--- config.mk ---
export PLATFORM = sky130hd
export DESIGN_NAME = icache_req_rr_arb
export DESIGN_NICKNAME = d
export VERILOG_FILES = /design/src/rtl/icache_arb_pkg.sv /design/src/rtl/cmn_rr_pick_onehot.sv /design/src/rtl/icache_req_rr_arb.sv
export SDC_FILE = /design/constraint.sdc
export NUM_CORES = 1
export LEC_CHECK = 0
export ABC_AREA = 1
export BUFFER_PORTS_ARGS = -buffer_cell sky130_fd_sc_hd__buf_2
export CAP_MARGIN = 20
export CORE_UTILIZATION = 43
export DETAILED_ROUTE_END_ITERATION = 8
export PLACE_DENSITY_LB_ADDON = 0.12
export SETUP_SLACK_MARGIN = 0.5
export SLEW_MARGIN = 20
export SYNTH_ARGS = -nofsm -noshare
export SYNTH_HDL_FRONTEND = slang
export SYNTH_SLANG_ARGS = --single-unit
--- constraint.sdc ---
create_clock -name clk -period 1.7 [get_ports clk]
set_clock_uncertainty 0.1 [all_clocks]
set_input_delay 0.34 -clock clk [delete_from_list [all_inputs] [get_ports clk]]
set_output_delay 0.34 -clock clk [all_outputs]
set_load 0.005 [all_outputs]
--- src/rtl/icache_arb_pkg.sv ---
// Shared definitions for the icache request arbiter.
//   ARB_MAX_REQ  : largest requester count the id type can encode
//   arb_id_t     : wide-enough requester index type
//   arb_next_ptr : round-robin successor with wrap at n-1 -> 0
package icache_arb_pkg;

  localparam int unsigned ARB_MAX_REQ = 16;
  localparam int unsigned ARB_ID_W    = $clog2(ARB_MAX_REQ);

  typedef logic [ARB_ID_W-1:0] arb_id_t;

  function automatic arb_id_t arb_next_ptr(arb_id_t id, int unsigned n);
    if (32'(id) == n - 1) return '0;
    return id + 1'b1;
  endfunction

endpackage

--- src/rtl/cmn_rr_pick_onehot.sv ---
// Combinational rotating-priority picker.
//   req     in  [N]     request vector
//   ptr     in  [ID_W]  index holding highest priority
//   gnt     out [N]     onehot grant (zero when no request)
//   gnt_id  out [ID_W]  encoded index of the granted request
//   gnt_vld out 1       any request present
module cmn_rr_pick_onehot
  import icache_arb_pkg::*;
#(
  parameter int unsigned N    = 4,
  parameter int unsigned ID_W = $clog2(N)
) (
  input  logic [N-1:0]    req,
  input  logic [ID_W-1:0] ptr,
  output logic [N-1:0]    gnt,
  output logic [ID_W-1:0] gnt_id,
  output logic            gnt_vld
);

  logic [N-1:0] hi_mask;
  logic [N-1:0] req_hi;
  logic [N-1:0] gnt_hi;
  logic [N-1:0] gnt_all;

  // Requests at or above ptr get first chance; if none, the plain
  // lowest-index request wins, which is the wrapped-around search.
  for (genvar gi = 0; gi < N; gi++) begin : g_mask
    assign hi_mask[gi] = (ID_W'(gi) >= ptr);
  end

  assign req_hi  = req & hi_mask;
  assign gnt_hi  = req_hi & (~req_hi + N'(1));
  assign gnt_all = req & (~req + N'(1));
  assign gnt     = (|req_hi) ? gnt_hi : gnt_all;
  assign gnt_vld = |req;

  always_comb begin
    gnt_id = '0;
    for (int i = 0; i < N; i++) begin
      if (gnt[i]) gnt_id = ID_W'(i);
    end
  end

endmodule

--- src/rtl/icache_req_rr_arb.sv ---
// Round-robin arbiter with burst lock feeding one registered icache
// request channel.
//   clk, rst                 clock, synchronous active-high reset
//   a_req_vld/rdy/last/pld   per-requester request channels (unpacked)
//   out_req_vld/rdy          registered downstream handshake
//   out_req_pld/id/last      registered payload, source index, last flag
// A beat with last=0 locks the channel to its source until a last=1
// beat; the priority pointer moves only on last beats.
module icache_req_rr_arb
  import icache_arb_pkg::*;
#(
  parameter int unsigned REQ_NUM  = 4,
  parameter type         PLD_TYPE = logic,
  parameter int unsigned ID_W     = $clog2(REQ_NUM)
) (
  input  logic            clk,
  input  logic            rst,
  input  logic            a_req_vld  [REQ_NUM],
  output logic            a_req_rdy  [REQ_NUM],
  input  logic            a_req_last [REQ_NUM],
  input  PLD_TYPE         a_req_pld  [REQ_NUM],
  output logic            out_req_vld,
  input  logic            out_req_rdy,
  output PLD_TYPE         out_req_pld,
  output logic [ID_W-1:0] out_req_id,
  output logic            out_req_last
);

  logic [REQ_NUM-1:0] vld_vec;
  logic [REQ_NUM-1:0] last_vec;
  logic [REQ_NUM-1:0] lock_mask;
  logic [REQ_NUM-1:0] pick_req;
  logic [REQ_NUM-1:0] gnt;
  logic [REQ_NUM-1:0] rdy_vec;
  logic [ID_W-1:0]    pick_ptr;
  logic [ID_W-1:0]    gnt_id;
  logic               gnt_vld;
  logic               stage_free;
  logic               grant_en;
  logic               hs;
  logic               beat_last;
  PLD_TYPE            pld_mux;

  logic [ID_W-1:0]    ptr_reg;
  logic               lock_reg;
  logic [ID_W-1:0]    lock_id_reg;
  logic               out_vld_reg;
  logic [ID_W-1:0]    out_id_reg;
  logic               out_last_reg;
  PLD_TYPE            out_pld_reg;

  for (genvar gi = 0; gi < REQ_NUM; gi++) begin : g_req
    assign vld_vec[gi]   = a_req_vld[gi];
    assign last_vec[gi]  = a_req_last[gi];
    assign lock_mask[gi] = (ID_W'(gi) == lock_id_reg);
    assign rdy_vec[gi]   = gnt[gi] & grant_en;
    assign a_req_rdy[gi] = rdy_vec[gi];
  end

  assign stage_free = !out_vld_reg || out_req_rdy;
  // Reset gating keeps every ready low for the whole reset cycle.
  assign grant_en   = stage_free && !rst;

  // While locked, the picker only ever sees the lock owner, so other
  // requesters stay off even when the owner pauses its burst.
  assign pick_req = lock_reg ? (vld_vec & lock_mask) : vld_vec;
  assign pick_ptr = lock_reg ? lock_id_reg : ptr_reg;

  cmn_rr_pick_onehot #(
    .N    (REQ_NUM),
    .ID_W (ID_W)
  ) u_pick (
    .req     (pick_req),
    .ptr     (pick_ptr),
    .gnt     (gnt),
    .gnt_id  (gnt_id),
    .gnt_vld (gnt_vld)
  );

  assign hs        = gnt_vld && grant_en;
  assign beat_last = |(gnt & last_vec);

  always_comb begin
    pld_mux = a_req_pld[0];
    for (int i = 1; i < REQ_NUM; i++) begin
      if (gnt[i]) pld_mux = a_req_pld[i];
    end
  end

  always_ff @(posedge clk) begin
    if (rst) begin
      out_vld_reg  <= 1'b0;
      out_id_reg   <= '0;
      out_last_reg <= 1'b0;
      ptr_reg      <= '0;
      lock_reg     <= 1'b0;
      lock_id_reg  <= '0;
    end else if (hs) begin
      // A load also covers a simultaneous drain: no bubble.
      out_vld_reg  <= 1'b1;
      out_id_reg   <= gnt_id;
      out_last_reg <= beat_last;
      if (beat_last) begin
        lock_reg <= 1'b0;
        ptr_reg  <= ID_W'(arb_next_ptr(arb_id_t'(gnt_id), REQ_NUM));
      end else begin
        lock_reg    <= 1'b1;
        lock_id_reg <= gnt_id;
      end
    end else if (out_req_rdy) begin
      out_vld_reg <= 1'b0;
    end
  end

  // Payload needs no reset; it is qualified by out_vld_reg.
  always_ff @(posedge clk) begin
    if (hs) out_pld_reg <= pld_mux;
  end

  assign out_req_vld  = out_vld_reg;
  assign out_req_id   = out_id_reg;
  assign out_req_last = out_last_reg;
  assign out_req_pld  = out_pld_reg;

`ifndef SYNTHESIS
  a_rdy_onehot0 : assert property (@(posedge clk) $onehot0(rdy_vec));
  a_lock_only : assert property (@(posedge clk) disable iff (rst)
    lock_reg |-> ((rdy_vec & ~lock_mask) == '0));
  a_out_stable : assert property (@(posedge clk) disable iff (rst)
    (out_vld_reg && !out_req_rdy) |=> (out_vld_reg && $stable(out_pld_reg)
      && $stable(out_id_reg) && $stable(out_last_reg)));
`endif

endmodule

==> results.py, run 1 <==
metrics = {
    "synthesis": {
        "synth_top_area_share_pct": 24.8,
        "ys_seq_area_share_pct": 28.9,
        "synthAdderAreaFrac_pct": 0,
        "yosysTopAreaCell": "dfxtp_1",
        "yosys.area_share.simple_pct": 54.0,
        "yosys.cell_types.count": 19,
        "syn_area_per_cell_um2": 5.82,
        "synth_top_family_by_area": "simple AND/OR/NAND/NOR gates",
        "synth_xor_area_share_pct": 0,
        "synth_mux_area_share_pct": 0,
        "netlist_top_cells_area": "dfxtp_1 (25%), nand2_1 (18%), nand3_1 (14%)",
        "synthCells": 125,
        "ys_ff_latch": 10,
        "yosysWarnings": 0,
        "synth_nets": 140,
        "synth_compound_area_share_pct": 7.23,
        "synth_area_um2": 727,
    },
    "drt": {
        "drt_iter0_drc": 32,
        "drc": 0,
        "vias_per_cell": 4.94,
        "ant_nets": 0,
        "totalWireLength_mm": 2.02,
        "wl_per_cell_um": 11.1,
        "dr.pass1.iters": 4,
        "vias": 899,
    },
    "place": {
        "place_congestion": 0.835,
        "port_buffers": 23,
        "pre_cts_ws_ns": -0.137,
        "post-dp-hpwl_mm": 1.38,
        "placed_cells": 173,
    },
    "status": {
        "violations": "setup timing",
        "status": "finished, violations left",
    },
    "pwr": {
        "internal-power_uw": 993,
        "ir_worst_vdd_mv": 0.959,
        "pwr-share-seq_pct": 21.8,
        "power_density_mw_per_mm2": 1750,
        "p_switching_uw": 882,
        "p_comb_share_pct": 66.9,
        "pwr-share-clk_pct": 11.3,
        "leakage_uw": 0.000593,
        "p_sw_share_pct": 47.0,
    },
    "cts": {
        "cts_hold_buf": 0,
        "cts_made_buffers": 3,
        "root_buffer": "clkbuf_4",
        "h-tree-depth": 1,
        "clk_latency_ns": 0.26,
        "tritoncts": "built",
        "clock_path_buffers": 2,
        "cts.sinks": 10,
        "clk_pin_slew_ns": 0.07,
    },
    "timing": {
        "fin_setup_tns_ns": -2.18,
        "timing.hold.ws_ns": 0.138,
        "final-setup-viol-count": 11,
        "tightest_slew_ns": 0.217,
        "hold_viol": 0,
        "final_max_slew_viol_count": 0,
        "period_needed_ns": 2.09,
        "worst_slack_ns": -0.386,
        "post-route-period-util_pct": 123,
        "relSlewSlack_pct": 85.5,
        "fmax_mhz": 479,
        "rsz0062_at_grt": "true",
    },
    "global_route": {
        "top_usage_layer": "met2",
        "overflow": 0,
        "grt_use_met1_pct": 26.4,
        "grt_max_degree": 9,
        "grt_usage_pct": 23.2,
        "use_met3_pct": 1.70,
        "antenna_found_initial": 0,
        "grt_pass1_wl_mm": 3.20,
        "met2_usage_pct": 40.9,
        "grt_pass1_vias": 828,
    },
    "die": {
        "initial_utilization_pct": 47.2,
        "ioPinCount": 24,
        "fp-row-count": 14,
        "fp.dieH_um": 43.1,
        "die_x_um": 43.1,
        "dieArea_mm2": 0.00186,
        "core_mm2": 0.00154,
    },
    "cells_and_area": {
        "area_delta_synth_final_pct": 47.3,
        "layout_common_cells": "nand2_1 (29), buf_2 (23), nand3_1 (19)",
        "layout-drive-gt1-share_pct": 45.8,
        "instances_no_fill": 182,
        "post-route-util_pct": 69.5,
        "nets": 182,
        "num-fill-cells": 142,
        "diodes": 0,
        "layout_commonest_cell": "nand2_1",
    },
    "setup_path": {
        "cpMaxStageDelayCell": "dfxtp_4",
        "critical_path.cell_chain": "inv_4 > nand2_1 > nand2_2 > nand2_1 > nand2_1 > nand2_2 > inv_2 > nand2_1 > or2_4 > a21oi_2 > buf_2",
        "cp.arrival_ns": 1.65,
        "required_ns": 1.26,
        "worstSetupStartpointType": "flop",
        "cpPeakStageDelay_ns": 0.37,
        "critPathKind": "reg -> out",
        "path_max_fanout": 6,
        "setup.worst_path.end_class": "output port",
        "crit_top_cell": "nand2_1",
    },
    "run": {
        "cap_viol_max_count": 0,
    },
    "min_path": {
        "hp-class": "in -> reg",
    },
}
==> per-layer routing <==
metal	wire, um	part of all wire (%)	vias to the layer above
met5	0	0	-
met4	18	0.89	0
met3	70	3.5	4
met2	1020	51	24
met1	906	45	390
li1	-	-	481
==> power groups by stage <==
stage | clock [uW] | sequential (uW) | combinational, uW
after floorplan | 0 | 397 | 707
after CTS | 218 | 405 | 1130
final | 211 | 409 | 1250
after global placement | 0 | 397 | 984
after detailed placement | 0 | 400 | 993
after global routing | 227 | 423 | 1380
==> path summary, 6_finish.rpt <==
kind | start | to | slack [ns] | cells past startpoint
worst max-delay path | lock_reg | a_req_rdy[2] | -0.39 | 11
worst min-delay path | rst | out_req_vld | 0.14 | 2
worst max register to register | lock_reg | out_req_pld | -0.23 | 13
worst min register to register | out_req_id[1] | out_req_id[1] | 0.39 | 2
==> logic make-up (layout without fill, tap and decap cells) <==
group | Yosys count | after routing
compound gates | 10 | 10
buf+inv | 19 | 60
simple gates | 86 | 86
flops | 10 | 10
==> timing repair <==
item / 4_1_cts / 5_1_grt
endpoints found under the setup margin: 15 / 16
pin swaps: 5 / 4
buffers inserted: 4 / 1
gates resized for setup: 12 / 8
==> cell type report <==
| class | instances | area (um2) | share of cell area [%] |
|---|---|---|---|
| Multi-Input combinational cell | 96 | 504 | 47.1 |
| Tap cell | 16 | 20.0 | 1.87 |
| Sequential cell | 10 | 216 | 20.2 |
| Clock buffer | 4 | 36.3 | 3.39 |
| Inverter | 19 | 73.8 | 6.89 |
| Timing Repair Buffer | 37 | 220 | 20.6 |
==> worst max-delay path: cells and delay by family (launching register included) <==
kind,cells,cell delay (ns)
buffers and inverters,3,0.25
flip-flops,1,0.37
AND/OR/NAND/NOR,7,0.66
AO/OA/AOI/OAI,1,0.11
==> cells in the mapped netlist <==
library cell and count:
nor2_4 1, nand2_1 35, clkinv_1 1, o21ai_0 4, nand4_1 1, edfxtp_1 1
nor2_1 19, nand3_1 20, or2_2 1, a21oi_1 5, nand2_2 2, nand3_2 2
and2_1 1, dfxtp_1 9, inv_2 1, nor2_2 3, inv_1 17, o21bai_1 1
or2_4 1
==> metrics by stage <==
step                area [um2]  total power, uW
floorplan                  741             1100
global placement           943             1380
detailed placement         943             1390
CTS                       1040             1760
global route              1070             2030
finish                    1070             1870
Power figures use the tool's default switching activity.
==> run 2: changes to the inputs <==
CORE_ASPECT_RATIO = 0.7   (was not set)
CORE_UTILIZATION = 35   (was 43)
clock period = 2.1 ns   (was 1.7 ns; I/O delays follow)
==> run 2 against run 1 <==
Effect of this change:
- the flow still finishes with violations (setup timing)
- clock power decreased by 16%
- utilization is 9.5 points lower
- via count down 2.8%
- wire length increased by 3.9%
- total power shrank 11%
- non-clock buffer count down 8
- global-route usage is 5.8 points lower
- first-iteration DRC count shrank 34%
- critical path depth is 1 lower
- final cell count down 1.1%
- sequential share of layout area fell by 1.2 points
==> results.py, run 2 (synthesis results as in run 1) <==
metrics = {
    "status": {
        "status": "finished, violations left",
        "violations": "setup timing",
    },
    "timing": {
        "hold_viol": 0,
        "final_max_slew_viol_count": 0,
        "fmax_mhz": 450,
        "period_needed_ns": 2.22,
        "rsz0062_at_grt": "true",
        "post-route-period-util_pct": 106,
        "final-setup-viol-count": 2,
        "relSlewSlack_pct": 83.0,
        "tightest_slew_ns": 0.255,
        "timing.hold.ws_ns": 0.220,
        "worst_slack_ns": -0.123,
    },
    "setup_path": {
        "cp.arrival_ns": 1.70,
        "critPathKind": "reg -> out",
        "required_ns": 1.58,
        "setup.worst_path.end_class": "output port",
        "path_max_fanout": 6,
        "worstSetupStartpointType": "flop",
    },
    "pwr": {
        "ir_worst_vdd_mv": 0.741,
        "power.total_uw": 1660,
        "p_comb_share_pct": 68.4,
        "leakage_uw": 0.000597,
        "pwr-share-clk_pct": 10.6,
        "p_sw_share_pct": 50.2,
        "internal-power_uw": 828,
        "pwr-share-seq_pct": 21.0,
        "p_switching_uw": 836,
        "power_density_mw_per_mm2": 1460,
    },
    "cts": {
        "cts.sinks": 10,
        "cts_hold_buf": 0,
        "tritoncts": "built",
        "clock_path_buffers": 2,
        "h-tree-depth": 1,
        "clk_pin_slew_ns": 0.07,
        "clk_latency_ns": 0.27,
        "cts_made_buffers": 3,
        "root_buffer": "clkbuf_4",
    },
    "drt": {
        "drt_iter0_drc": 21,
        "drc": 0,
        "ant_nets": 0,
        "vias": 874,
        "totalWireLength_mm": 2.10,
        "vias_per_cell": 4.86,
        "wl_per_cell_um": 11.6,
        "dr.pass1.iters": 4,
    },
    "cells_and_area": {
        "num-fill-cells": 187,
        "layout-drive-gt1-share_pct": 57.6,
        "multiInputGateArea_um2": 621,
        "area_delta_synth_final_pct": 57.0,
        "layout_commonest_cell": "buf_2",
        "nets": 174,
        "diodes": 0,
        "ff_latch_area_um2": 216,
        "layout_common_cells": "buf_2 (23), nand2_1 (16), nand2_2 (16)",
        "stdcell_area_mm2": 0.00114,
    },
    "die": {
        "fp-row-count": 13,
        "die_x_um": 56.5,
        "core_mm2": 0.00190,
        "initial_utilization_pct": 38.2,
        "dieArea_mm2": 0.00227,
        "ioPinCount": 24,
        "fp.dieH_um": 40.1,
    },
    "global_route": {
        "antenna_found_initial": 0,
        "overflow": 0,
        "grt_max_degree": 10,
        "grt_pass1_vias": 686,
        "grt_usage_pct": 17.3,
        "grt_pass1_wl_mm": 2.93,
    },
    "min_path": {
        "hp-class": "in -> reg",
    },
    "place": {
        "place_congestion": 0.828,
        "port_buffers": 23,
        "post-dp-hpwl_mm": 1.46,
        "placed_cell_area_um2": 926,
    },
    "run": {
        "cap_viol_max_count": 0,
    },
}
run 2: path summary, 6_finish.rpt:
check        cells after the start             to  slack, ns     startpoint
max                             10   a_req_rdy[2]      -0.12       lock_reg
max reg2reg                     14    out_req_pld       0.06       lock_reg
min reg2reg                      2  out_req_id[1]       0.37  out_req_id[1]
min                              2    out_req_vld       0.22            rst
run 2: critical path, stage by stage (launching register included):
cell and delay [ns]:
dfxtp_4 0.43, inv_4 0.06, nand2_1 0.08, nand2_2 0.08
nand2_2 0.09, nor2_4 0.06, nor2_4 0.10, nand2_2 0.07
or2_4 0.25, a21oi_2 0.10, buf_2 0.12
run 2: cell type report:
| type | count | area share [%] |
|---|---|---|
| clock buffer | 4 | 3.18 |
| inverter | 19 | 6.69 |
| multi-input combinational | 96 | 54.4 |
| sequential | 10 | 19.0 |
| tap | 22 | 2.41 |
| timing repair buffer | 29 | 14.4 |
run 2: stage by stage:
stage | setup TNS, ns | std cells | util (%) | worst slack, ns
after floorplan | 0 | 125 | - | 0.397
after global placement | 0 | 171 | 48.7 | 0.234
after detailed placement | 0 | 171 | 48.7 | 0.202
after CTS | -0.0664 | 177 | 52.8 | -0.0664
after global routing | -0.485 | 180 | 60.0 | -0.208
final | -0.135 | 180 | 60.0 | -0.123
run 2: power by group through the flow:
stage	Clock, uW	Sequential [uW]	Combinational (uW)
after floorplan	0	331	620
after global placement	0	333	791
after detailed placement	0	337	805
after CTS	177	334	886
after global routing	188	358	1240
final	177	349	1140
run 2: repair_timing:
item,CTS,global route
gates resized for setup,8,38
setup endpoints to repair,12,13
pin swaps,3,10
buffers inserted,2,3
run 2: layer usage:
metal / up-vias / track usage, % / share of wire [%]
li1: 464 / - / -
met3: 0 / 7.10 / 5.4
met1: 389 / 23.7 / 48
met2: 21 / 27.4 / 47
met4: 0 / 0 / 0
met5: - / 0 / 0
